### src/rtl/wormhole_allocator_if.sv
// ---------------------------------------------------------------------------
// wormhole_allocator_if
// Bundles the per-output-port allocation signals of the wormhole allocator.
//   req_i       [4:0] per-requester flit present (0 local, 1 south, 2 west,
//                     3 east, 4 north)
//   tail_i      [4:0] presented flit is the last of its packet
//   credit_up_i       downstream freed one buffer slot this cycle
//   grant_o     [4:0] registered one-hot owner, or all zero
//   send_o            one flit from the owner transfers this cycle
//   credit_o    [2:0] current downstream credit count
//   busy_o            port is locked to an owner
//   timeout_o         one-cycle pulse on watchdog release
// Modports: master drives requests/credits, slave is the allocator.
// ---------------------------------------------------------------------------
interface wormhole_allocator_if;
   logic [4:0] req_i;
   logic [4:0] tail_i;
   logic       credit_up_i;
   logic [4:0] grant_o;
   logic       send_o;
   logic [2:0] credit_o;
   logic       busy_o;
   logic       timeout_o;

   modport master (
      output req_i, tail_i, credit_up_i,
      input  grant_o, send_o, credit_o, busy_o, timeout_o
   );

   modport slave (
      input  req_i, tail_i, credit_up_i,
      output grant_o, send_o, credit_o, busy_o, timeout_o
   );
endinterface

### src/rtl/wormhole_allocator.sv
// ---------------------------------------------------------------------------
// wormhole_allocator
// Round-robin wormhole allocator for one router output port with
// credit-based downstream flow control. A winner is locked onto the port
// until its tail flit transfers; credits gate every flit transfer.
// Ports:
//   clk  - single clock, rising edge
//   rst  - synchronous active-high reset
//   bus  - wormhole_allocator_if.slave (req/tail/credit_up in,
//          grant/send/credit/busy/timeout out)
// Parameter CREDIT_MAX (1..7): downstream buffer depth in flits.
// Optional feature macro ALLOC_WATCHDOG_EN: releases a lock whose owner
// has stopped requesting for 15 consecutive cycles and pulses timeout_o.
// ---------------------------------------------------------------------------
module wormhole_allocator #(
   parameter int CREDIT_MAX = 4
) (
   input  logic                 clk,
   input  logic                 rst,
   wormhole_allocator_if.slave  bus
);

   typedef enum logic {IDLE = 1'b0, LOCKED = 1'b1} state_t;

   localparam logic [2:0] CREDIT_FULL = 3'(CREDIT_MAX);

   state_t     state_q, state_d;
   logic [4:0] grant_q, grant_d;
   logic [2:0] owner_q, owner_d;
   logic [2:0] last_owner_q, last_owner_d;
   logic [2:0] credit_q, credit_d;
   logic       owner_req;
   logic       send;
   logic       tail_done;
   logic       release_wd;

   // Round-robin pick: the first requester at offset 1..5 above last owner.
   // Scanning offsets downward lets the smallest offset overwrite the rest.
   function automatic logic [2:0] rr_pick(input logic [4:0] req,
                                          input logic [2:0] last);
      logic [2:0] pick;
      int         idx;
      pick = 3'd0;
      for (int k = 5; k >= 1; k--) begin
         idx = (int'(last) + k) % 5;
         if (req[idx]) pick = 3'(idx);
      end
      return pick;
   endfunction

   assign owner_req = bus.req_i[owner_q];
   assign send      = (state_q == LOCKED) && owner_req && (credit_q != 3'd0);
   assign tail_done = send && bus.tail_i[owner_q];

   // Credit return and consumption cancel; a return at full depth is dropped.
   always_comb begin
      credit_d = credit_q;
      if (send && !bus.credit_up_i)
         credit_d = credit_q - 3'd1;
      else if (bus.credit_up_i && !send && (credit_q < CREDIT_FULL))
         credit_d = credit_q + 3'd1;
   end

`ifdef ALLOC_WATCHDOG_EN
   logic [3:0] wd_cnt_q, wd_cnt_d;
   logic       timeout_q;

   // Counts consecutive locked cycles in which the owner presents nothing;
   // the lock is released on the cycle the count reaches 15.
   always_comb begin
      wd_cnt_d   = 4'd0;
      release_wd = 1'b0;
      if ((state_q == LOCKED) && !owner_req) begin
         wd_cnt_d   = wd_cnt_q + 4'd1;
         release_wd = (wd_cnt_d == 4'd15);
      end
   end

   always_ff @(posedge clk) begin
      if (rst) begin
         wd_cnt_q  <= 4'd0;
         timeout_q <= 1'b0;
      end else begin
         wd_cnt_q  <= wd_cnt_d;
         timeout_q <= release_wd;
      end
   end

   assign bus.timeout_o = timeout_q;
`else
   assign release_wd    = 1'b0;
   assign bus.timeout_o = 1'b0;
`endif

   // Next-state: arbitrate in IDLE, hold the lock until tail or watchdog.
   always_comb begin
      state_d      = state_q;
      grant_d      = grant_q;
      owner_d      = owner_q;
      last_owner_d = last_owner_q;
      case (state_q)
         IDLE: begin
            if ((|bus.req_i) && (credit_q != 3'd0)) begin
               owner_d = rr_pick(bus.req_i, last_owner_q);
               grant_d = 5'b00001 << owner_d;
               state_d = LOCKED;
            end
         end
         LOCKED: begin
            if (tail_done || release_wd) begin
               state_d      = IDLE;
               grant_d      = 5'b00000;
               last_owner_d = owner_q;
            end
         end
         default: state_d = IDLE;
      endcase
   end

   always_ff @(posedge clk) begin
      if (rst) begin
         state_q      <= IDLE;
         grant_q      <= 5'b00000;
         owner_q      <= 3'd0;
         last_owner_q <= 3'd4;
         credit_q     <= CREDIT_FULL;
      end else begin
         state_q      <= state_d;
         grant_q      <= grant_d;
         owner_q      <= owner_d;
         last_owner_q <= last_owner_d;
         credit_q     <= credit_d;
      end
   end

   assign bus.grant_o  = grant_q;
   assign bus.send_o   = send;
   assign bus.credit_o = credit_q;
   assign bus.busy_o   = (state_q == LOCKED);

endmodule

### src/flat_wrapper.sv
// flat-port wrapper written by rule: the top's interface ports become plain ports
module wormhole_allocator_flat 
#(
   parameter int CREDIT_MAX = 4
)
  (clk, rst, bus_req_i, bus_tail_i, bus_credit_up_i, bus_grant_o, bus_send_o, bus_credit_o, bus_busy_o, bus_timeout_o);
  wormhole_allocator_if bus_i ();
  input  logic clk;
  input  logic rst;
  input wire logic [$bits(bus_i.req_i)-1:0] bus_req_i;
  input wire logic [$bits(bus_i.tail_i)-1:0] bus_tail_i;
  input wire logic [$bits(bus_i.credit_up_i)-1:0] bus_credit_up_i;
  output wire logic [$bits(bus_i.grant_o)-1:0] bus_grant_o;
  output wire logic [$bits(bus_i.send_o)-1:0] bus_send_o;
  output wire logic [$bits(bus_i.credit_o)-1:0] bus_credit_o;
  output wire logic [$bits(bus_i.busy_o)-1:0] bus_busy_o;
  output wire logic [$bits(bus_i.timeout_o)-1:0] bus_timeout_o;
  assign bus_i.req_i = bus_req_i;
  assign bus_i.tail_i = bus_tail_i;
  assign bus_i.credit_up_i = bus_credit_up_i;
  assign bus_grant_o = bus_i.grant_o;
  assign bus_send_o = bus_i.send_o;
  assign bus_credit_o = bus_i.credit_o;
  assign bus_busy_o = bus_i.busy_o;
  assign bus_timeout_o = bus_i.timeout_o;
  wormhole_allocator #(.CREDIT_MAX(CREDIT_MAX)) u_core (.clk(clk), .rst(rst), .bus(bus_i));
endmodule
### config.mk
export PLATFORM = sky130hd
export DESIGN_NAME = wormhole_allocator_flat
export DESIGN_NICKNAME = d
export VERILOG_FILES = /design/src/rtl/wormhole_allocator_if.sv /design/src/rtl/wormhole_allocator.sv /design/src/flat_wrapper.sv
export SDC_FILE = /design/constraint.sdc
export NUM_CORES = 1
export LEC_CHECK = 0
export ABC_AREA = 1
export CAP_MARGIN = 20
export CELL_PAD_IN_SITES_DETAIL_PLACEMENT = 1
export CELL_PAD_IN_SITES_GLOBAL_PLACEMENT = 2
export CORE_UTILIZATION = 32
export CTS_BUF_LIST = sky130_fd_sc_hd__clkbuf_8 sky130_fd_sc_hd__clkbuf_16
export DETAILED_ROUTE_END_ITERATION = 6
export PLACE_DENSITY = 0.95
export SYNTH_ARGS = -nofsm -noshare
export SYNTH_HDL_FRONTEND = slang
export SYNTH_SLANG_ARGS = --single-unit
### constraint.sdc
create_clock -name clk -period 6.2 [get_ports clk]
set_input_delay 1.24 -clock clk [delete_from_list [all_inputs] [get_ports clk]]
set_output_delay 1.24 -clock clk [all_outputs]
set_load 0.02 [all_outputs]
Yosys cells after proc, flatten, opt, wreduce, memory -nomap -nowiden
Index checks and enable logic that the tools add are counted.
{ "totals": {"ff_bits": 15, "in_bits": 13, "output_inout_bits": 11, "wordCells": 77} }
{ "op_classes": {"addsub": 7, "div": 5, "order_cmp": 7, "n_eq_ne": 2, "n_shift": 1, "mux": 34, "bitwise_logic": 1, "n_reduce_logical": 15} }
{ "op_table": {"columns": ["op", "n"], "rows": [
  ["less-than comparator 32 x 5 -> 1 bit (second input constant)", 5],
  ["modulo 32 x 4 -> 32 bit (second input constant)", 5],
  ["two-way mux 3 bit", 9],
  ["binary-select mux 1 bit (select 3 bit)", 7],
  ["two-way mux 1 bit", 14],
  ["two-way mux 5 bit", 2],
  ["one-hot mux 5 bit (2 select lines)", 1],
  ["adder 3 x 2 -> 4 bit (second input constant)", 2],
  ["adder 3 x 3 -> 4 bit (second input constant)", 2],
  ["logical AND 1 bit", 7],
  ["AND reduction 2 bit", 3],
  ["OR reduction 5 bit", 1],
  ["<< shifter 1 x 3 -> 5 bit (first input constant)", 1],
  ["adder 3 x 1 -> 4 bit (second input constant)", 1],
  ["less-than comparator 3 x 4 -> 1 bit (second input constant)", 1],
  ["adder 3 x 1 -> 3 bit (second input constant)", 1],
  ["less-than comparator 3 bit (second input constant)", 1],
  ["nonzero test 3 bit", 1],
  ["subtractor 3 x 1 -> 3 bit (second input constant)", 1],
  ["logical NOT 1 bit", 2],
  ["!= test 2 x 1 -> 1 bit (second input constant)", 1],
  ["!= test 2 bit (second input constant)", 1],
  ["one-hot mux 1 bit (2 select lines)", 1],
  ["nonzero test 2 bit", 1],
  ["NOT 1 bit", 1]
]} }

Depth between registers and ports, before layout
{ "logic_depth": {"depth_word": 15, "ltp_mapped": 30, "ltp_nobuf": 30} }

Worst setup path after synthesis
OpenSTA, ideal clock, no wires.
{ "synth_timing": {"path_kind": "register to register", "start": "reg u_core.last_owner_q[0]", "end": "reg u_core.grant_q[1] (netlist: u_core.bus.grant_o[1])", "setup_ns": 0.065, "t_arrival_ns": 3.364, "t_required_ns": 6.135, "slack_ns": 2.771, "path_stages_with_launch": 26, "path_buffers": 0, "period_less_slack_ns": 3.429, "cell_sequence": "dfxtp_1 -> inv_2 -> ha_1 -> ha_1 -> nor2_1 -> nand3_1 -> nand2_1 -> xor2_1 -> ha_1 -> inv_1 -> or2_2 -> nand2_1 -> nand3_1 -> nand2_1 -> nand3_1 -> nor2_1 -> inv_1 -> nand2_1 -> nand2_1 -> nand2_1 -> nand2_1 -> nand2_1 -> nand3_2 -> nor2_1 -> nor2_1 -> nor2_1"} }
{ "synth_between": {"elab_chain_len": 15, "elab_cells_between_ends": 35, "classes_between": "add/sub: 5; div: 5; shift: 1; mux: 24"} }
{ "synth_lines": {"columns": ["element", "line", "rtl"], "rows": [
  ["start, declared", "wormhole_allocator.sv:30", "logic [2:0] last_owner_q, last_owner_d;"],
  ["start signal, assigned", "wormhole_allocator.sv:131", "last_owner_q <= last_owner_d;"],
  ["adder 3 x 3 -> 4 bit", "wormhole_allocator.sv:45", "idx = (int'(last) + k) % 5;"],
  ["modulo 32 x 4 -> 32 bit", "wormhole_allocator.sv:45", null],
  ["binary-select mux 1 bit (select 3 bit)", "wormhole_allocator.sv:46", "if (req[idx]) pick = 3'(idx);"],
  ["two-way mux 1 bit (not written as such) (2 in series)", "wormhole_allocator.sv:46", null],
  ["two-way mux 3 bit (4 in series)", "wormhole_allocator.sv:46", null],
  ["two-way mux 3 bit (*)", "wormhole_allocator.sv:46", null],
  ["two-way mux 3 bit (*)", "wormhole_allocator.sv:103", "if ((|bus.req_i) && (credit_q != 3'd0)) begin"],
  ["two-way mux 3 bit (*)", "wormhole_allocator.sv:101", "case (state_q)"],
  ["<< shifter 1 x 3 -> 5 bit (*)", "wormhole_allocator.sv:105", "grant_d = 5'b00001 << owner_d;"],
  ["two-way mux 5 bit (*)", "wormhole_allocator.sv:103", null],
  ["one-hot mux 5 bit (2 select lines) (*)", "wormhole_allocator.sv:101", null],
  ["end signal, assigned", "wormhole_allocator.sv:129", "grant_q <= grant_d;"],
  ["end, declared", "wormhole_allocator.sv:28", "logic [4:0] grant_q, grant_d;"]
]} }
Every way passes the cells marked *; elsewhere a longest branch is shown, timed or not. The select of a mux whose other input is x is not followed.
A chain may end at the register's enable or synchronous reset.

Worst setup path in the final report
{ "layout_timing": {"start": "in bus_req_i[3]", "end": "out bus_send_o"} }
{ "layout_between": {"elab_chain_len": 4} }
{ "layout_lines": {"columns": ["element", "line", "rtl"], "rows": [
  ["start, declared", "flat_wrapper.sv:10", "input wire logic [$bits(bus_i.req_i)-1:0] bus_req_i;"],
  ["binary-select mux 1 bit (select 3 bit)", "wormhole_allocator.sv:51", "assign owner_req = bus.req_i[owner_q];"],
  ["two-way mux 1 bit (not written as such)", "wormhole_allocator.sv:51", null],
  ["logical AND 1 bit (2 in series)", "wormhole_allocator.sv:52", "assign send = (state_q == LOCKED) && owner_req && (credit_q != 3'd0);"],
  ["end, declared", "flat_wrapper.sv:14", "output wire logic [$bits(bus_i.send_o)-1:0] bus_send_o;"]
]} }
Every way passes these cells. The select of a mux whose other input is x is not followed.

==> summary.md <==
| Metric | Value |
|---|---|
| Syn Std Cell Area | 2210 sq um |
| Initial antenna violation count | 0 |
| Clock Skews | 0.000691 ns |
| Number of synthesized flops with an enable pin | 0 |
| Worst-path clk slew | 0.07 ns |
| Final setup violation count | 0 |
| Synth Area per Inst | 5.77 sq um |
| Cts hold-fix bufs | 0 |
| Max-cap violations | 0 |
| Final setup TNS | 0 ns |
| DRT iter0 DRCs | 94 |
| Post-DRT Antenna Nets | 0 |
| CP max FO | 5 |
| Fin util | 39.3% |
| DP Wirelength | 5350 um |
| Post-Synth Simple-Gate Area | 43.6% |
| Worst path buffer plus inverter count | 4 |
| Row cnt | 29 |
| Post-synthesis sequential area ratio | 13.6% |
| Warnings, synthesis | 0 |
| Crit path arrival time | 3.23 ns |
| Synth Area in Adders | 15.6% |
| Worst-path cell chain | clkdlybuf4s50_1, inv_1, o21ai_0, a21oi_1, o21ai_0, nand2_1, inv_1, clkdlybuf4s50_1 |
| Commonest non-fill, non-tap cell in the layout | nand2_1 |
| Global-route wire length before repair | 11200 um |
| Xor/xnor cell area share of the yosys netlist | 2.77% |
| Syn Nets | 424 |
| Max Slew Vio Count | 0 |
| Most frequent cells in the layout | nand2_1, inv_1, nand3_1 |
| Netlist cell types | 35 |
| Slowest cell on the critical path | clkdlybuf4s50_1 |
| GRT Total Usage | 18.9% |
| Wire length per cell | 13.0 um |
| Area added between synthesis and finish | 15.8% |
| Core area | 6530 sq um |
| Depth of the CTS H-tree | 1 |
| RSZ-0062 raised after global routing | no |
| Initial core utilization | 33.9% |
| Largest family of logic cells by synthesized area | simple AND/OR/NAND/NOR gates |
| I/O Pins | 24 |
| CTS tree | built |
| Synth Register Bits | 15 |
| DR vias/cell | 5.16 |
| Endpoints failing hold | 0 |
| Mux contribution to synthesized area | 0% |
| Share of cells above drive strength 1 | 6.40% |
| Final wirelength | 6300 um |
| Compound-gate portion of the synthesized area | 13.8% |
| CP top delay family | buffers and inverters |
| CTS buffer count | 3 |
| Detailed-route via count | 2493 |
| CTS Sinks | 15 |
| Post-CTS setup buffers | 0 |
| Root Driver | clkbuf_8 |
| Die height | 85.2 um |
| Nature of the critical path startpoint | input pin |
| Final period util | 72.1% |
| Gpl congestion | 0.847 |
| Diode count | 0 |
| Horiz. Die Dim | 85.2 um |
| First-pass detailed-route iteration total | 4 |
| Critical Path RT | 4.96 ns |
| Worst setup EP type | primary output |
| Vias in the first global route | 2515 |
| Status | finished, final reports clean |
| Die area | 7260 sq um |
| Clk_lat worst skew | 0.25 ns |
| Layout Nets | 447 |
| Ys flop type | dfxtp_1 |
| Min Tclk post-route | 4.47 ns |
| Largest net degree at the start of global routing | 20 |
| Count of buffers from port buffering | 22 |
| Max stage delay on crit path | 0.60 ns |
| Grt total ovfl | 0 |
| Crit path kind | input pin to primary output |
| FMAX | 224 MHz |
| Max Buffers Root-to-Sink | 2 |
| Post-route DRC | 0 |
| Synth Instances | 384 |
| Worst Hold Class | flop to flop |
| Post-cts resize count | 0 |
| FFs w/ async S/R, synth | 0% |
flip-flops by register name, indices dropped and copies added (netlist names):
register and flops:
u_core.bus.grant_o 5, u_core.bus.credit_o 3, u_core.last_owner_q 3, u_core.owner_q 3, u_core.bus.busy_o 1
cell families (layout without fill, tap and decap cells):
| kind of cell | Yosys count | after routing |
|---|---|---|
| and+or+nand+nor | 217 | 217 |
| buffers and inverters | 61 | 83 |
| xor gates and xnor gates | 7 | 7 |
| AOI/OAI and AO/OA | 56 | 56 |
| adders and majority gates | 27 | 27 |
| DFF | 15 | 15 |
| other | 1 | 1 |
final timing paths:
kind	startpoint	end	slack [ns]	cells past startpoint
worst max-delay path	bus_req_i[3]	bus_send_o	1.73	8
worst max register to register	u_core.last_owner_q[1]	u_core.bus.grant_o[3]	2.03	25
worst min register to register	u_core.bus.grant_o[4]	u_core.bus.grant_o[4]	0.47	2
worst min-delay path	u_core.bus.grant_o[4]	u_core.bus.grant_o[4]	0.47	2
final cells by class:
cell class              instances  area, sq um
clock buffers                   3         41.3
well taps                      77         96.3
flip-flops and latches         15          300
clock inverters                 1         7.51
repair buffers                 23          228
inverters                      56          210
multi-input cells             308         1680
fillers                       917         3970
layer usage:
layer,GRT usage (%),vias up,part of all wire [%]
li1,-,1276,-
met1,24.2,1187,50
met2,34.5,24,47
met3,2.14,6,1.7
met4,3.24,0,1.0
met5,0,-,0
cells in the mapped netlist (2+ instances only):
cell type	number	area [sq um]
a21oi_1	22	110
xor2_1	6	52.6
clkbuf_1	3	11.3
o21ai_0	22	110
ha_1	26	325
nand2_1	108	405
nand3b_1	4	30.0
nor3_1	2	10.0
nor2_1	36	135
dfxtp_1	15	300
nand2_2	10	62.6
nand4_1	2	12.5
inv_2	3	11.3
nand3_2	2	20.0
o211ai_1	4	30.0
inv_1	53	199
o21ai_1	2	10.0
nand3_1	46	230
a31oi_1	2	12.5
worst reg2reg max path, cell delays in order (launching register included):
cell	delay [ns]
dfxtp_1	0.52
inv_1	0.23
ha_1	0.45
ha_1	0.26
nor2_1	0.10
nand3_1	0.13
nand2_1	0.10
xor2_1	0.35
ha_1	0.26
inv_1	0.05
or2_2	0.26
nand2_1	0.11
nand3_1	0.12
nand2_1	0.18
nand3_1	0.09
nor2_1	0.13
inv_1	0.05
nand2_1	0.08
nand2_1	0.06
nand2_1	0.06
nand2_1	0.08
nand2_1	0.12
nand3_2	0.11
nor2_1	0.11
nor2_1	0.04
nor2_1	0.07
per-stage QoR:
| step | hold slack [ns] | area (sq um) | cells | setup slack (ns) |
|---|---|---|---|---|
| final | 0.470 | 2560 | 483 | 1.73 |
| after floorplan | 0.464 | 2210 | 384 | 2.77 |
| after global placement | 0.456 | 2520 | 479 | 1.77 |
| after global routing | 0.489 | 2560 | 483 | 1.54 |
| after detailed placement | 0.465 | 2520 | 479 | 1.75 |
| after CTS | 0.475 | 2560 | 483 | 1.74 |
Power is not shown: default switching activity piles up to over one toggle a cycle in this logic, so the estimate is an artifact.
==> patch: new RTL, same settings <==
Add a define of `ALLOC_WATCHDOG_EN`.
--- a/src/rtl/wormhole_allocator.sv
+++ b/src/rtl/wormhole_allocator.sv
@@ -13,4 +13,6 @@
 // has stopped requesting for 15 consecutive cycles and pulses timeout_o.
 // ---------------------------------------------------------------------------
+`define ALLOC_WATCHDOG_EN
+
 module wormhole_allocator #(
    parameter int CREDIT_MAX = 4
Behaviour: no difference found for any inputs over 4 cycles, from zero or initial values and one cycle with rst high; that may be too few to reach the edited logic, so the function may still have changed.
==> patch against the unedited design <==
Non-clock buffer count unchanged. Count of clock-buffer cells in the layout unchanged. Worst setup slack better by 0.047 ns. Design area up 5.4%. Sequential share of layout area up 3.1 points. Wire length down 3.2%. Area after synthesis up 4.0%. Synthesized cell count down 3.6%. Sequential cell count up 5.
Power is not shown: default switching activity piles up to over one toggle a cycle in this logic, so the estimate is an artifact.
==> patch: results (changes against the unedited design) <==
R2R setup slack=2.01 ns (-0.02 ns); Syn Nets=408 (-3.8%); critical path startpoint=bus_req_i[1]; met2 usage=33.00% (-1.5 points); GPL Wtd Cong=0.8920 (+5.4%); initial DRC count=69 (-27%); nets@finish=432 (-3.4%); Detailed Place HPWL=5.146 mm (-3.9%); final WL=6.093 mm (-3.2%); CTS root buf=clkbuf_8; Hold Path Origin=u_core.bus.grant_o[0]; clk_skew=0.005444 ns (+0.004754 ns); Reg-to-Reg Start=u_core.last_owner_q[0]; IO Port Bufs=23 (+4.5%); Ys Warns=0 (unchanged); sequential fraction of the synthesis area=17.38% (+3.8 points); max reg flops=5 (unchanged); CTS resizes=0 (unchanged); GR Util met1=21.64% (-2.5 points); first-pass iteration count of the detailed router=4 (unchanged); Hold Path Depth=2 (unchanged); R2R depth=24 (-4.0%); ANT cells=0 (unchanged); first-pass GRT wire length=10.56 mm (-5.7%); Synth cell types=33 (-5.7%); layout cells sized above 1=11.96% (+5.6 points); Crit path arrival time=3.18 ns (-0.05 ns); most instantiated cells after synthesis=nand2_1 (105), nand3_1 (46), inv_1 (39); Tot GR Track Use=17.52% (-1.4 points); GR Util met3=0.9524% (-1.2 points); hold path endpoint=u_core.bus.grant_o[0]; Worst Path Max Fanout=6 (+1); top post-synthesis cells by area=dfxtp_1 (17%), nand2_1 (17%), ha_1 (13%), nand3_1 (10%), inv_1 (6.4%); vias in the first global route=2372 (-5.7%); Crit path largest cell delay=0.61 ns; hold-fix buffers at CTS=0 (unchanged); largest net degree at the start of global routing=17 (-15%); run status=finished, final reports clean; Clock Latency Late Sink=0.27 ns (+0.02 ns); Layout fillers=930 (+1.4%); vias=2345 (-5.9%); post-CTS setup buffers=0 (unchanged)
==> patch: area by class of cell <==
class	count	area, µm²	area share (%)
multi-input combinational	298	1702	62.93
inverter	48	180.2	6.664
clock buffer	3	41.29	1.527
timing repair buffer	23	230.2	8.515
tap	96	120.1	4.442
sequential	20	400.4	14.81
clock inverter	1	30.03	1.111
==> patch: cell families after synthesis <==
family / share of synthesized area [%]
and+or+nand+nor: 43.83
xor gates and xnor gates: 4.183
DFF: 17.38
buffers and inverters: 8.745
adders and majority gates: 13.91
muxes: 0.4346
AOI/OAI and AO/OA: 11.52
==> patch: worst reg2reg max path: cells and delay by family, from the launching register on <==
family	cells	cell delay, ns
AO/OA/AOI/OAI	1	0.12
XOR/XNOR	1	0.29
flip-flops	1	0.78
buffers and inverters	1	0.27
adder cells (fa/ha/maj)	3	1.07
AND/OR/NAND/NOR	18	1.60
==> patch: layer usage <==
metal	wire [µm]	vias up
met1	2905	1079
met5	0	-
li1	-	1235
met3	114	5
met2	3022	26
met4	51	0
==> patch: metrics by stage <==
step | hold slack (ns) | utilization, % | cells | worst slack, ns | area, µm²
after floorplan | 0.4297 | - | 370 | 2.949 | 2303
after global placement | 0.4408 | 38.32 | 485 | 1.879 | 2633
after CTS | 0.4704 | 39.36 | 489 | 1.783 | 2704
after detailed placement | 0.4581 | 38.32 | 485 | 1.795 | 2633
after global routing | 0.4831 | 39.36 | 489 | 1.524 | 2704
final | 0.4688 | 39.36 | 489 | 1.779 | 2704
==> patch: worst max path at each step <==
stage | slack (ns) | endpoint
floorplan | 2.95 | u_core.bus.grant_o[2]
global placement | 1.88 | bus_send_o
detailed placement | 1.79 | bus_send_o
CTS | 1.78 | bus_send_o
global route | 1.52 | u_core.bus.grant_o[3]
finish | 1.78 | bus_send_o
